**config.mk**
```make
export PLATFORM = sky130hd
export DESIGN_NAME = instr_fetch
export DESIGN_NICKNAME = d
export VERILOG_FILES = /design/src/rtl/instr_fetch.sv
export SDC_FILE = /design/constraint.sdc
export NUM_CORES = 1
export LEC_CHECK = 0
export BUFFER_PORTS_ARGS = -buffer_cell sky130_fd_sc_hd__buf_4
export CORE_MARGIN = 4
export CORE_UTILIZATION = 45
export CTS_CLUSTER_DIAMETER = 30
export DETAILED_ROUTE_END_ITERATION = 16
export HOLD_SLACK_MARGIN = 0.03
export PLACE_DENSITY = 0.63
export SLEW_MARGIN = 5
export SYNTH_ARGS = -nofsm -noshare
export SYNTH_HDL_FRONTEND = slang
export SYNTH_SLANG_ARGS = --single-unit
```
**constraint.sdc**
```tcl
create_clock -name clk -period 2.6 [get_ports clk]
set_input_delay 0.52 -clock clk [delete_from_list [all_inputs] [get_ports clk]]
set_output_delay 0.52 -clock clk [all_outputs]
set_load 0.005 [all_outputs]
```
**src/rtl/instr_fetch.sv**
```systemverilog
// Instruction fetch sequencer: 16x8 program memory, 4-bit PC, FETCH/EXEC sequencing
// with halt-opcode, jump and end-of-memory handling.
module instr_fetch #(
    parameter int DEPTH = 16,
    parameter int AW    = 4,
    parameter int IW    = 8
) (
    input  logic          clk,
    input  logic          rst,
    input  logic          run,
    input  logic          prog_we,
    input  logic [AW-1:0] prog_addr,
    input  logic [IW-1:0] prog_data,
    input  logic [AW-1:0] pc_count,
    output logic [IW-1:0] instr_o,
    output logic [AW-1:0] pc,
    output logic          exec_en,
    output logic          busy,
    output logic          halted
);

    typedef enum logic [1:0] {IDLE, FETCH, EXEC, HALT} state_t;

    state_t        state;
    logic [IW-1:0] mem [DEPTH];
    logic          prog_ok;

    assign prog_ok = (state == IDLE) || (state == HALT);

    // Program memory has no reset; its contents survive rst.
    always_ff @(posedge clk) begin
        if (prog_we && prog_ok) begin
            mem[prog_addr] <= prog_data;
        end
    end

    always_ff @(posedge clk or negedge rst) begin
        if (!rst) begin
            state   <= IDLE;
            pc      <= '0;
            instr_o <= '0;
            exec_en <= 1'b0;
            busy    <= 1'b0;
            halted  <= 1'b0;
        end else begin
            exec_en <= 1'b0;
            case (state)
                IDLE, HALT: begin
                    if (run) begin
                        pc     <= '0;
                        state  <= FETCH;
                        busy   <= 1'b1;
                        halted <= 1'b0;
                    end
                end
                FETCH: begin
                    instr_o <= mem[pc];
                    state   <= EXEC;
                    exec_en <= 1'b1;
                end
                EXEC: begin
                    // Halt opcode beats a jump; end of memory halts instead of wrapping.
                    if (instr_o == '1) begin
                        state  <= HALT;
                        busy   <= 1'b0;
                        halted <= 1'b1;
                    end else if (pc_count != '0) begin
                        pc    <= pc_count;
                        state <= FETCH;
                    end else if (pc == AW'(DEPTH - 1)) begin
                        state  <= HALT;
                        busy   <= 1'b0;
                        halted <= 1'b1;
                    end else begin
                        pc    <= pc + 1'b1;
                        state <= FETCH;
                    end
                end
                default: state <= IDLE;
            endcase
        end
    end

endmodule

```
* After elaboration in Yosys (flattened, before gate mapping)
Memory sizes are Yosys's and may differ from the RTL's. A register that Yosys moved wholly into a read port is not among the register bits. Cells that the tools add are included.
Word-level totals: register bits after elaboration 9, bits in latches 0, bits in writable memories 128, ROM bits 0, input port bits 20, output and inout bits 15, logic and storage cells 49, memories kept 1
Memory list:
- mem | words 16, width 8, rd ports 1, clocked after memory_dff 1, write ports 1, line 25 | logic [IW-1:0] mem [DEPTH];
Operators by class: add/sub/neg operators 1, multipliers 0, divide/modulo/power cells 0, order comparisons 0, eq/ne operators 10, shifts and indexed selects 0, multiplexer cells 23, bitwise logic cells 0, reductions and logical operators 9
Operators by type and width (number):
- 2-to-1 mux 4 bit | 4
- 2-to-1 mux 1 bit | 11
- inequality test 3 bit, second input constant | 3
- equality test 8 bit, second input constant | 1
- 2-to-1 mux 2 bit | 4
- case mux 4 bit (2 select lines) | 1
- AND reduction 4 bit | 2
- case mux 2 bit (3 select lines) | 1
- adder 4 x 1 -> 4 bit, second input constant | 1
- equality test 2 bit, second input constant | 2
- equality test 4 bit, second input constant | 1
- inequality test 2 bit, second input constant | 2
- case mux 1 bit (2 select lines) | 2
- nonzero test 4 bit | 1
- equality test 2 x 1 -> 1 bit, second input constant | 1
- logical NOT 2 bit | 1
- nonzero test 2 bit | 1
- OR reduction 2 bit | 1
- logical AND 1 bit | 1
- logical NOT 1 bit | 1
- logical OR 1 bit | 1

* Logic depth before layout (Yosys ltp)
depth after elaboration 5, depth in mapped cells 7, gate-level depth less buffers 6

* Worst setup path before layout
No wires, ideal clock.
path type register -> register, start point reg state[0], end point mem mem[0][0] (enable), arrival 1854 ps, path slack 363 ps, stages on the path, launching flop included 7, buffers on the path 1, period minus slack after synthesis 2237 ps, path through dfrtp_1 -> inv_1 -> ha_1 -> buf_2 -> nand2_1 -> or3_1 -> nor3_1
Between the ends: longest elaborated chain between the ends 5
Ends and longest elaborated chain:
- start, declared | line 24 | state_t state;
- start signal, assigned | line 39 | state <= IDLE;
- start signal, assigned | line 51 | state <= FETCH;
- start signal, assigned | line 58 | state <= EXEC;
- equality test 2 bit or logical NOT 2 bit (tied branches) | line 28 | assign prog_ok = (state == IDLE) || (state == HALT);
- logical OR 1 bit (*) | line 28
- logical AND 1 bit (*) | line 32 | if (prog_we && prog_ok) begin
- 2-to-1 mux 1 bit (*) | line 32
- 2-to-1 mux 1 bit (not written as such) (*) | line 33 | mem[prog_addr] <= prog_data;
- end, declared | line 25
Every way passes the cells marked *; elsewhere a longest branch is shown, timed or not.

* Worst setup path after layout
start point reg state[0], end point mem mem[1][4] (enable)
Same word-level chain as after synthesis.

==> metrics <==
run status completed; area share of and/or/nand/nor cells after synthesis 0.0554; synthesis-stage register bit count 145; reg-to-reg endpoint mem[1][4]; final-layout worst hold slack 0.310 ns; worst hold path startpoint run; number of search-and-repair iterations in the first detailed-routing pass 5; CTS HTree Levels 4; post-synthesis compound-gate area fraction 0.0522; synthesized netlist net count 335; leading cell types by total area after synthesis edfxtp_1 (66%), mux4_2 (10%), dfrtp_1 (7.4%); routed vias/inst 5.54; dpl hpwl 7840 um; number of antenna violations at the first check in global routing 0; number of enable-type register cells in the synthesized netlist 128; launch point of the worst path state[0]; dominant cell type by area after synthesis edfxtp_1; Routed wire per std cell 21.2 um; static leakage 0.00234 uW; proportion of synthesized chip area in sequential cells 0.738; worst clock skew 0.00711 ns; number of non-filler instances in the completed layout 563; remaining antenna violation count 0; number of nets in the layout 402; critical path required time 2.73 ns; wire length of the first global-routing pass 18600 um; placed insts 530; via count of the first global-routing pass 3229; setup TNS 0 ns; Setup Viol. Count Final 0; type of element capturing the critical path flop; final core area utilization 0.551; beginning of the worst register-to-register path state[0]; count of cells along the worst register-to-register path 6; crit path DAT 2.26 ns; number of DRC markers after the initial detailed-route iteration 218; proportion of synthesized area in mux cells 0.127; number of buffers added by the clock tree synthesis step 17; I/O pin count 35; commonest cells in the synthesized netlist edfxtp_1 (128), mux4_2 (26), nor2_1 (24); Die Width 121 um; reg-to-reg setup timing slack 0.46 ns; Achievable Freq 468 MHz; largest family of logic cells by synthesized area multiplexers; number of max-cap violations 0; Congestion Overflow GR 0; Sequential cell area 4270 um2; Final Hold Viols 0; Gate Count Post-Synth 311; clock tree from TritonCTS done; pins over their slew limit 0; Synth async-reset ratio 0.117; hold path endpoint state[1]; Area growth, synth to finish 20.2%; final critical delay including setup and external delays 2.14 ns; number of buffers inserted by port buffering 34; worst slew pin tran 0.847 ns; Worst Setup Path Type reg2reg; Chip Height 121 um; Total Wirelength 11900 um; root cell of the clock tree clkbuf_16; total area of multi-input combinational cells 1420 um2; type of origin of the critical path flop; worst vdd ir 0.000448 V; total via count in the routed design 3121; clock sinks 145; GRT Resource Usage Total 0.176; top fanout value on the critical path 7; total inserted antenna cells 0; row count 41; number of filler instances in the final layout 1021; period utilisation layout 0.821; register clock-pin slew on the reported worst setup and hold paths 0.06 ns; number of distinct library cells after synthesis 39; top flip-flop cell by instance count after synthesis edfxtp_1; fraction of synthesized cell area taken by the top area cell type 0.665; cell with the most instances after synthesis edfxtp_1; Pwr Total 6580 uW; core area 12600 um2; share of post-route cells with drive strength above 1 0.322; die area 14700 um2; Starting Density 0.458; largest net degree at the start of global routing 25; unrepaired setup endpoints after global routing false; Longest Clk Path Bufs 2; number of remaining DRC errors 0; Relative slew margins 0.435; number of warnings issued by yosys 0; XOR/XNOR share of the synthesized area 0.00151; clock insertion delay at the later pin of the skew report 0.42 ns; Worst Hold Depth 2; power density cells 947 nW/um2; global placement routability congestion 0.785; area share of fa/ha/maj cells after synthesis 0.00866; post-synthesis cell area 5780 um2; HP Class in2reg; Avg Cell Area, Syn 18.6 um2
## layer usage
layer | global-route usage | up-vias | routed length [um]
met3 | 0.0485 | 12 | 789
met1 | 0.247 | 1604 | 5210
met5 | 0 | - | 0
met4 | 0.0630 | 0 | 126
li1 | - | 1400 | -
met2 | 0.267 | 105 | 5820
## layout by cell type (no fill, tap or decap), drive strengths merged, types with 4 or more instances in the layout
cell type	count
edfxtp	128
buf	60
mux4	26
nor2	24
a21oi	20
clkbuf	17
dfrtp	17
mux2i	15
nand2	8
clkinvlp	7
o221ai	6
a22oi	6
clkinv	6
nor3	5
nand4	5
inv	4
nand3	4
o2bb2ai	4
ha	4
## through the flow
| stage | worst slack, ns | cell area (um2) |
|---|---|---|
| 2_1_floorplan | 0.363 | 5780 |
| 3_3_place_gp | 0.494 | 6370 |
| 3_5_place_dp | 0.486 | 6370 |
| 4_1_cts | 0.475 | 6950 |
| 5_1_grt | 0.342 | 6950 |
| 6_report | 0.465 | 6950 |
## layout make-up
class / instances / area share
well taps: 172 / 0.0310
inverters: 4 / 0.00216
multi-input cells: 149 / 0.204
flip-flops and latches: 145 / 0.615
repair buffers: 61 / 0.0663
clock inverters: 15 / 0.0209
clock buffers: 17 / 0.0612
## repair_timing
action                    CTS  global route
hold endpoints to repair   17             0
resized for setup           0             0
buffers inserted            0             0
hold buffers                1             0
## power breakdown
group / total [uW] / internal [uW] / switching (uW) / leakage (uW)
logic: 1330 / 665 / 666 / 0.000727
clock network: 2320 / 1400 / 924 / 0.000260
registers: 2920 / 2700 / 228 / 0.00135
total: 6580 / 4760 / 1820 / 0.00234
## flip-flops by register name, summed over array words and instances, names as in the netlist
register and cells:
busy 1, mem 128, state 2, halted 1, instr_o 8, pc 4, exec_en 1
## how the worst max path moves through the flow
stage                             to  slack [ns]  cells after the start
after floorplan            mem[0][0]        0.36                      6
after global placement    instr_o[5]        0.49                      4
after detailed placement  instr_o[5]        0.49                      4
after CTS                 instr_o[5]        0.47                      4
after global routing       mem[1][4]        0.34                      6
final                      mem[1][4]        0.46                      6
## cell families (layout without fill, tap and decap cells)
| logic type | count (synthesis) | count (layout) |
|---|---|---|
| compound gates | 44 | 44 |
| xor+xnor | 1 | 1 |
| fa+ha+maj | 4 | 4 |
| buf+inv | 17 | 97 |
| flops | 145 | 145 |
| mux | 41 | 41 |
| simple gates | 59 | 59 |
## worst max-delay path, stage by stage (launching register included)
cell,delay [ns]
dfrtp_1,0.40
inv_1,0.06
ha_1,0.48
buf_4,0.21
nand4b_1,0.20
nor3_1,0.28
buf_4,0.21
Power figures use the tool's default switching activity.
